--- config.mk ---
export PLATFORM = sky130hd
export DESIGN_NAME = fe_bp_fetch
export DESIGN_NICKNAME = d
export VERILOG_FILES = /design/src/rtl/fe_bp_fetch_pkg.sv /design/src/rtl/fe_bp_fetch_tables.sv /design/src/rtl/fe_bp_fetch.sv
export SDC_FILE = /design/constraint.sdc
export NUM_CORES = 2
export LEC_CHECK = 0
export CAP_MARGIN = 10
export CORE_MARGIN = 8
export CORE_UTILIZATION = 55
export DETAILED_ROUTE_END_ITERATION = 8
export PLACE_DENSITY = 0.83
export SYNTH_ARGS = -nofsm -noshare
export SYNTH_HDL_FRONTEND = slang
export SYNTH_SLANG_ARGS = --single-unit
--- constraint.sdc ---
create_clock -name clk -period 4 [get_ports clk]
set_clock_uncertainty 0.05 [all_clocks]
set_input_delay 0.8 -clock clk [delete_from_list [all_inputs] [get_ports clk]]
set_output_delay 0.8 -clock clk [all_outputs]
set_load 0.01 [all_outputs]
--- src/rtl/fe_bp_fetch_pkg.sv ---
// Shared definitions for the fe_bp_fetch fetch stage and its predictor tables.
// Contents:
//   PtResetVal     - pattern-table counter value after reset (weakly not-taken)
//   tag_bits()     - BTB tag width for a given PC width and BTB index width
//   fe_latch_bits()- total width of the FE->DE latch for a given configuration
//   fe_ctrl_t      - prediction/valid control fields of the FE->DE latch
package fe_bp_fetch_pkg;

  localparam logic [1:0] PtResetVal = 2'b01;

  // PC bits above the BTB index and the byte offset form the tag.
  function automatic int unsigned tag_bits(input int unsigned dbits,
                                           input int unsigned btb_idx_bits);
    return dbits - btb_idx_bits - 2;
  endfunction

  // valid + inst + pc + pcplus + pred_taken + pred_target + pt_idx + count
  function automatic int unsigned fe_latch_bits(input int unsigned dbits,
                                                input int unsigned instbits,
                                                input int unsigned pt_idx_bits);
    return 2 + instbits + 4 * dbits + pt_idx_bits;
  endfunction

  typedef struct packed {
    logic valid;
    logic pred_taken;
  } fe_ctrl_t;

endpackage

--- src/rtl/fe_bp_fetch_tables.sv ---
// Predictor storage for fe_bp_fetch: pattern table of 2-bit saturating counters,
// direct-mapped BTB and, when FE_BP_GSHARE_EN is defined, a global history register.
// Ports:
//   clk, reset_n            - clock, asynchronous active-low reset
//   rd_pt_idx_i/rd_btb_idx_i - combinational lookup indices
//   rd_pt_ctr_o             - counter at rd_pt_idx_i
//   rd_btb_valid/tag/target - BTB entry at rd_btb_idx_i
//   bhr_o                   - global history (FE_BP_GSHARE_EN only)
//   upd_*                   - training port, applied on the rising edge
// Reads return pre-edge contents, so a same-cycle update is seen one cycle later.
module fe_bp_fetch_tables
  import fe_bp_fetch_pkg::*;
#(
  parameter int unsigned DBITS        = 32,
  parameter int unsigned PT_IDX_BITS  = 8,
  parameter int unsigned BTB_IDX_BITS = 4,
  parameter int unsigned BHR_BITS     = 8,
  parameter int unsigned TAG_BITS     = 26
) (
  input  logic                    clk,
  input  logic                    reset_n,
  input  logic [PT_IDX_BITS-1:0]  rd_pt_idx_i,
  input  logic [BTB_IDX_BITS-1:0] rd_btb_idx_i,
  output logic [1:0]              rd_pt_ctr_o,
  output logic                    rd_btb_valid_o,
  output logic [TAG_BITS-1:0]     rd_btb_tag_o,
  output logic [DBITS-1:0]        rd_btb_target_o,
`ifdef FE_BP_GSHARE_EN
  output logic [BHR_BITS-1:0]     bhr_o,
`endif
  input  logic                    upd_valid_i,
  input  logic                    upd_taken_i,
  input  logic [PT_IDX_BITS-1:0]  upd_pt_idx_i,
  input  logic [BTB_IDX_BITS-1:0] upd_btb_idx_i,
  input  logic [TAG_BITS-1:0]     upd_tag_i,
  input  logic [DBITS-1:0]        upd_target_i
);

  localparam int unsigned PtEntries  = 1 << PT_IDX_BITS;
  localparam int unsigned BtbEntries = 1 << BTB_IDX_BITS;

  logic [1:0]          pt_q     [PtEntries];
  logic [1:0]          pt_d     [PtEntries];
  logic [BtbEntries-1:0] btb_valid_q, btb_valid_d;
  logic [TAG_BITS-1:0] btb_tag_q  [BtbEntries];
  logic [TAG_BITS-1:0] btb_tag_d  [BtbEntries];
  logic [DBITS-1:0]    btb_tgt_q  [BtbEntries];
  logic [DBITS-1:0]    btb_tgt_d  [BtbEntries];
  logic [1:0]          upd_ctr;

  always_comb begin
    pt_d        = pt_q;
    btb_valid_d = btb_valid_q;
    btb_tag_d   = btb_tag_q;
    btb_tgt_d   = btb_tgt_q;
    upd_ctr     = pt_q[upd_pt_idx_i];
    if (upd_valid_i) begin
      if (upd_taken_i && upd_ctr != 2'b11) begin
        pt_d[upd_pt_idx_i] = upd_ctr + 2'b01;
      end else if (!upd_taken_i && upd_ctr != 2'b00) begin
        pt_d[upd_pt_idx_i] = upd_ctr - 2'b01;
      end
      // Not-taken outcomes carry no useful target, so the BTB is left alone.
      if (upd_taken_i) begin
        btb_valid_d[upd_btb_idx_i] = 1'b1;
        btb_tag_d[upd_btb_idx_i]   = upd_tag_i;
        btb_tgt_d[upd_btb_idx_i]   = upd_target_i;
      end
    end
  end

  always_ff @(posedge clk or negedge reset_n) begin
    if (!reset_n) begin
      for (int i = 0; i < PtEntries; i++) pt_q[i] <= PtResetVal;
      btb_valid_q <= '0;
      for (int i = 0; i < BtbEntries; i++) begin
        btb_tag_q[i] <= '0;
        btb_tgt_q[i] <= '0;
      end
    end else begin
      pt_q        <= pt_d;
      btb_valid_q <= btb_valid_d;
      btb_tag_q   <= btb_tag_d;
      btb_tgt_q   <= btb_tgt_d;
    end
  end

`ifdef FE_BP_GSHARE_EN
  logic [BHR_BITS-1:0] bhr_q, bhr_d;

  always_comb begin
    bhr_d = bhr_q;
    if (upd_valid_i) bhr_d = (bhr_q << 1) | BHR_BITS'(upd_taken_i);
  end

  always_ff @(posedge clk or negedge reset_n) begin
    if (!reset_n) bhr_q <= '0;
    else          bhr_q <= bhr_d;
  end

  assign bhr_o = bhr_q;
`endif

  assign rd_pt_ctr_o     = pt_q[rd_pt_idx_i];
  assign rd_btb_valid_o  = btb_valid_q[rd_btb_idx_i];
  assign rd_btb_tag_o    = btb_tag_q[rd_btb_idx_i];
  assign rd_btb_target_o = btb_tgt_q[rd_btb_idx_i];

endmodule

--- src/rtl/fe_bp_fetch.sv ---
// Fetch stage with integrated branch predictor (PT of 2-bit counters + direct-mapped BTB).
// Optional gshare indexing is enabled by defining FE_BP_GSHARE_EN.
// Ports:
//   clk, reset_n          - clock, asynchronous active-low reset
//   stall_i               - decode cannot accept; hold PC and latch
//   redirect_i/_pc_i      - mispredict redirect from AGEX
//   upd_*                 - predictor training from AGEX
//   imem_addr_o/rdata_i   - combinational instruction memory port
//   fe_*                  - FE->DE pipeline latch
module fe_bp_fetch
  import fe_bp_fetch_pkg::*;
#(
  parameter int unsigned      DBITS        = 32,
  parameter int unsigned      INSTBITS     = 32,
  parameter int unsigned      PT_IDX_BITS  = 8,
  parameter int unsigned      BTB_IDX_BITS = 4,
  parameter int unsigned      BHR_BITS     = 8,
  parameter logic [DBITS-1:0] START_PC     = 'h100
) (
  input  logic                   clk,
  input  logic                   reset_n,
  input  logic                   stall_i,
  input  logic                   redirect_i,
  input  logic [DBITS-1:0]       redirect_pc_i,
  input  logic                   upd_valid_i,
  input  logic [DBITS-1:0]       upd_pc_i,
  input  logic                   upd_taken_i,
  input  logic [DBITS-1:0]       upd_target_i,
  input  logic [PT_IDX_BITS-1:0] upd_pt_idx_i,
  output logic [DBITS-1:0]       imem_addr_o,
  input  logic [INSTBITS-1:0]    imem_rdata_i,
  output logic                   fe_valid_o,
  output logic [INSTBITS-1:0]    fe_inst_o,
  output logic [DBITS-1:0]       fe_pc_o,
  output logic [DBITS-1:0]       fe_pcplus_o,
  output logic                   fe_pred_taken_o,
  output logic [DBITS-1:0]       fe_pred_target_o,
  output logic [PT_IDX_BITS-1:0] fe_pt_idx_o,
  output logic [DBITS-1:0]       fe_inst_count_o
);

  localparam int unsigned TAG_BITS   = tag_bits(DBITS, BTB_IDX_BITS);
  localparam int unsigned LatchBits  = fe_latch_bits(DBITS, INSTBITS, PT_IDX_BITS);

  if (BHR_BITS > PT_IDX_BITS) begin : g_bhr_check
    $error("BHR_BITS must not exceed PT_IDX_BITS");
  end

  typedef struct packed {
    fe_ctrl_t               ctrl;
    logic [INSTBITS-1:0]    inst;
    logic [DBITS-1:0]       pc;
    logic [DBITS-1:0]       pcplus;
    logic [DBITS-1:0]       pred_target;
    logic [PT_IDX_BITS-1:0] pt_idx;
    logic [DBITS-1:0]       count;
  } fe_latch_t;

  if ($bits(fe_latch_t) != LatchBits) begin : g_latch_check
    $error("FE latch width mismatch");
  end

  logic [DBITS-1:0]        pc_q, pc_d;
  logic [DBITS-1:0]        count_q, count_d;
  fe_latch_t               latch_q, latch_d;

  logic [PT_IDX_BITS-1:0]  pt_idx;
  logic [BTB_IDX_BITS-1:0] btb_idx;
  logic [TAG_BITS-1:0]     pc_tag;
  logic [1:0]              pt_ctr;
  logic                    btb_valid;
  logic [TAG_BITS-1:0]     btb_tag;
  logic [DBITS-1:0]        btb_target;
  logic                    pred_taken;
  logic [DBITS-1:0]        pc_plus4;
  logic [DBITS-1:0]        next_pc;

  assign btb_idx = pc_q[BTB_IDX_BITS+1:2];
  assign pc_tag  = pc_q[DBITS-1:BTB_IDX_BITS+2];

`ifdef FE_BP_GSHARE_EN
  logic [BHR_BITS-1:0]    bhr;
  logic [PT_IDX_BITS-1:0] bhr_ext;

  always_comb begin
    bhr_ext                = '0;
    bhr_ext[BHR_BITS-1:0]  = bhr;
  end

  assign pt_idx = pc_q[PT_IDX_BITS+1:2] ^ bhr_ext;
`else
  assign pt_idx = pc_q[PT_IDX_BITS+1:2];
`endif

  fe_bp_fetch_tables #(
    .DBITS       (DBITS),
    .PT_IDX_BITS (PT_IDX_BITS),
    .BTB_IDX_BITS(BTB_IDX_BITS),
    .BHR_BITS    (BHR_BITS),
    .TAG_BITS    (TAG_BITS)
  ) u_tables (
    .clk            (clk),
    .reset_n        (reset_n),
    .rd_pt_idx_i    (pt_idx),
    .rd_btb_idx_i   (btb_idx),
    .rd_pt_ctr_o    (pt_ctr),
    .rd_btb_valid_o (btb_valid),
    .rd_btb_tag_o   (btb_tag),
    .rd_btb_target_o(btb_target),
`ifdef FE_BP_GSHARE_EN
    .bhr_o          (bhr),
`endif
    .upd_valid_i    (upd_valid_i),
    .upd_taken_i    (upd_taken_i),
    .upd_pt_idx_i   (upd_pt_idx_i),
    .upd_btb_idx_i  (upd_pc_i[BTB_IDX_BITS+1:2]),
    .upd_tag_i      (upd_pc_i[DBITS-1:BTB_IDX_BITS+2]),
    .upd_target_i   (upd_target_i)
  );

  // Only the counter's direction bit matters for lookup; PC byte offset never indexes.
  logic unused_bits;
  assign unused_bits = ^{pt_ctr[0], upd_pc_i[1:0]};

  assign pc_plus4   = pc_q + DBITS'(4);
  assign pred_taken = btb_valid && (btb_tag == pc_tag) && pt_ctr[1];
  assign next_pc    = pred_taken ? btb_target : pc_plus4;

  always_comb begin
    pc_d    = pc_q;
    count_d = count_q;
    latch_d = latch_q;
    if (redirect_i) begin
      pc_d                = redirect_pc_i;
      latch_d.ctrl.valid  = 1'b0;
    end else if (!stall_i) begin
      pc_d                    = next_pc;
      latch_d.ctrl.valid      = 1'b1;
      latch_d.ctrl.pred_taken = pred_taken;
      latch_d.inst            = imem_rdata_i;
      latch_d.pc              = pc_q;
      latch_d.pcplus          = pc_plus4;
      latch_d.pred_target     = next_pc;
      latch_d.pt_idx          = pt_idx;
      latch_d.count           = count_q;
      count_d                 = count_q + DBITS'(1);
    end
  end

  always_ff @(posedge clk or negedge reset_n) begin
    if (!reset_n) begin
      pc_q          <= START_PC;
      count_q       <= DBITS'(1);
      latch_q       <= '0;
      latch_q.count <= DBITS'(1);
    end else begin
      pc_q    <= pc_d;
      count_q <= count_d;
      latch_q <= latch_d;
    end
  end

  assign imem_addr_o      = pc_q;
  assign fe_valid_o       = latch_q.ctrl.valid;
  assign fe_inst_o        = latch_q.inst;
  assign fe_pc_o          = latch_q.pc;
  assign fe_pcplus_o      = latch_q.pcplus;
  assign fe_pred_taken_o  = latch_q.ctrl.pred_taken;
  assign fe_pred_target_o = latch_q.pred_target;
  assign fe_pt_idx_o      = latch_q.pt_idx;
  assign fe_inst_count_o  = latch_q.count;

endmodule

==> metrics.md <==
| Metric | Value |
|---|---|
| Post-Syn Area | 78800 µm² |
| Power density cells | 472 nW/µm² |
| Maxcap violations | 0 |
| Simple-gate share of the synthesized area | 5.98% |
| Fillers | 8315 |
| Via count | 59.1k |
| Setup violators final | 575 |
| Hold/Removal Path Class | flop to flop |
| Number of placement rows | 139 |
| Sequential cell area | 42400 µm² |
| # clock sinks | 1680 |
| WP data arrival | 5.53 ns |
| Startpoint Class | primary input |
| Flop pwr share | 45.4% |
| Failing checks | negative setup slack |
| Gate Count Post-Synth | 5757 |
| Yosys reg bits | 1680 |
| Sw Ratio | 28.5% |
| RSZ-0062 raised after global routing | yes |
| Final instance area | 99000 µm² |
| Fmax | 207 MHz |
| Dpl ws | -1.27 ns |
| Clk pin slew, worst setup/hold paths | 0.07 ns |
| Clock network power share | 34.1% |
| H-tree depth | 4 |
| Clock Root Buffer | clkbuf_16 |
| CTS tree | done |
| Antenna viol nets, final | 0 |
| Post-synthesis net count | 5903 |
| Xor/xnor cell area share of the yosys netlist | 0.801% |
| Worst setup path class | primary input to flop |
| DIE AREA | 156000 µm² |
| Avg Inst Size Synth | 13.7 µm² |
| Nets | 6519 |
| Number of global-route vias before repair | 59.4k |
| Dpl cell area | 88600 µm² |
| Combinational power share | 20.6% |
| Remaining DRCs | 0 |
| Internal power | 33.4 mW |
| Worst Path Buf+Inv | 7 |
| Hold Fails Final Rpt | 0 |
| Critical path depth | 22 |
| Post-Synth Adder-Cell Area | 0.0635% |
| Initial antenna violation count | 40 |
| YS warnings | 0 |
| Sequential area share after synthesis | 53.8% |
| Initial DRT Pass Iterations | 9 |
| Multiplexer share of the synthesized area | 31.3% |
| WL/cell | 33.5 µm |
| Hold depth | 2 |
| GR Util All Layers | 32.3% |
| GRT overflow | 0 |
| Starting Density | 55.1% |
| Final slew viol count | 0 |
| IO Pins | 344 |
| Largest net degree at the start of global routing | 151 |
| Dpl hpwl | 158 mm |
| Final worst-path cycle share | 121% |
| NetSw | 13.3 mW |
| Chip width | 394 µm |
| GP Congestion | 0.929 |
| Die Y | 394 µm |
| Final setup margin | -0.837 ns |
| Unique masters post-synth | 74 |
| Slew headroom | 19.3% |
| Share of cells above drive strength 1 | 53.6% |
| Worst EP required | 4.69 ns |
| CP endpoint kind | flop |
| Total Wirelength | 283 mm |
| VDD IR max | 0.504 mV |
| Largest family of logic cells by synthesized area | multiplexers |
| Critical Path Fanout Max | 14 |
| Port bufs | 341 |
| Main synth FF type | dfrtp_1 |
| Clock Path Buffers | 3 |
| Worst path top cell family by delay | multiplexers |
| Crit-path slowest cell | mux4_2 |
| Async S/R FF share, synth | 100% |
| Iter 0 DRT Violations | 7804 |
| Slew of the pin with the lowest slew margin | 1.21 ns |
| FF-to-FF path depth | 19 |
| Core Region | 143000 µm² |
| Fin crit period | 4.84 ns |
| Complex-gate fraction of the synthesized area | 5.06% |
| Critical path's largest stage delay | 0.64 ns |
| First-pass GRT wire length | 383 mm |
| Layout area overhead | 25.7% |
| Critical Path, Cell by Cell | clkbuf_16 > buf_6 > buf_6 > mux4_2 > mux4_2 > mux2i_1 > nor2_1 > a21oi_1 > nor2_1 > nor3_2 > inv_1 > ha_2 > nor2b_4 > o21ai_4 > nor3b_4 > buf_6 > nand3_4 > buf_12 > nor2_4 > buf_4 > nor2_1 > a21oi_1 |
| Post-synth EDFFs | 0 |
| CTS Buf Count | 163 |
| Via density | 7.01 |
| Insertion delay to the later sink of the worst-skew pair | 0.83 ns |
| LEAKAGE | 42.1 nW |
| Area of the multi-input gates | 38700 µm² |
| Outcome | complete, but fails checks |
Yosys cell counts (all sizes together), types with 9 or more instances:
cell     count  area share [%]
dfrtp     1421              45
mux2      1193              17
nand2      518             2.5
mux4       474              14
nor2       415             2.0
clkbuf     310             1.5
a21oi      267             1.7
dfstp      259             8.6
o21ai      194             1.2
buf        161             1.3
xnor2       63            0.70
mux2i       49            0.62
nand3       42            0.27
a22oi       37            0.36
inv         34            0.16
a21o        29            0.28
a41oi       28            0.49
and3        25            0.20
a221oi      24            0.27
nor3        23            0.15
nand4       21            0.17
nor4        20            0.17
or2         15            0.12
nor2b       14            0.11
nand2b      13            0.10
a22o        10            0.11
o2111ai      9            0.11
xor2         9            0.10
path summary, 6_finish.rpt:
path | from | slack, ns | end
max | upd_pt_idx_i[0] | -0.84 | flop
max reg2reg | u_tables.pt_q[411]$_DFFE_PN0P_ | -0.81 | flop
max in group asynchronous | reset_n | 1.95 | u_tables.btb_tgt_q[366]$_DFFE_PN0P_
min in group asynchronous | reset_n | 0.51 | u_tables.pt_q[203]$_DFFE_PN0P_
min reg2reg | fe_inst_count_o[0]$_DFFE_PN1P_ | 0.41 | fe_inst_count_o[0]$_DFFE_PN1P_
min | fe_inst_count_o[0]$_DFFE_PN1P_ | 0.41 | fe_inst_count_o[0]$_DFFE_PN1P_
placed cells by master, fill, tap and decap left out, drive strengths merged, types with 23 or more instances in the layout:
cell type and n:
inv 39, and3 25, o21ai 194, a21oi 267, a21o 29, nand2 518
nor3 23, buf 583, mux2 1193, nand3 42, clkinv 24, nor2 415
xnor2 63, a221oi 24, diode 28, dfstp 259, mux2i 49, clkbuf 259
a41oi 28, dfrtp 1421, a22oi 37, clkdlybuf4s50 334, mux4 474
through the flow:
stage          setup TNS [ns]  power [mW]  instances  hold slack, ns  util (%)
2_1_floorplan         -389.40        26.3       5757           0.379         -
4_1_cts                -88.80        45.9       8386           0.414      67.2
3_3_place_gp          -528.56        29.5       8060           0.394      62.0
3_5_place_dp          -556.18        30.0       8060           0.401      62.0
6_report              -344.54        46.7       8433           0.412      69.3
5_1_grt               -379.14        47.9       8414           0.432      69.2
power groups by stage:
stage,Sequential (mW),Combinational (mW),Clock [mW]
4_1_cts,21.0,9.02,15.8
6_report,21.2,9.62,15.9
5_1_grt,21.4,10.0,16.5
3_3_place_gp,21.0,8.50,0
3_5_place_dp,21.2,8.79,0
2_1_floorplan,20.7,5.60,0
cells by family (layout without fill, tap and decap cells):
kind of cell / count (synthesis) / in the layout
AO/OA/AOI/OAI: 644 / 644
adder cells (fa/ha/maj): 4 / 4
XOR/XNOR: 72 / 72
other: 0 / 28
buffers and inverters: 509 / 1254
AND/OR/NAND/NOR: 1132 / 1132
multiplexers: 1716 / 1716
flip-flops: 1680 / 1680
routing by layer:
metal  vias up  share of wire [%]  routed length [µm]  global-route usage, %
met1     30300                 33               94000                   40.0
li1      22300                  -                   -                      -
met2      4841                 45              128000                   49.1
met5         -              0.076                 216                      0
met3      1724                 13               36400                   10.7
met4        26                8.6               24200                   20.0
worst reg2reg max path: cells and delay by family (launching register included):
family / cells / cell delay [ns]
DFF: 1 / 0.44
buffers and inverters: 4 / 0.66
adders and majority gates: 1 / 0.20
muxes: 3 / 1.30
AOI/OAI and AO/OA: 4 / 0.97
and+or+nand+nor: 7 / 1.12
layout make-up:
class	instances	area share, %
Multi-Input combinational cell	3568	39.1
Antenna cell	28	0.0708
Timing Repair Buffer	924	10.0
Clock inverter	41	0.489
Sequential cell	1680	42.8
Inverter	36	0.147
Tap cell	1903	2.40
Clock buffer	253	4.97
repair_timing:
action,in CTS,in global routing
hold buffers,1,0
pin swaps,87,96
gates resized for setup,492,682
setup buffers,29,22
endpoints found under the hold margin,22,0
gates cloned,7,5
setup endpoints to repair,559,579
Power figures use the tool's default switching activity.
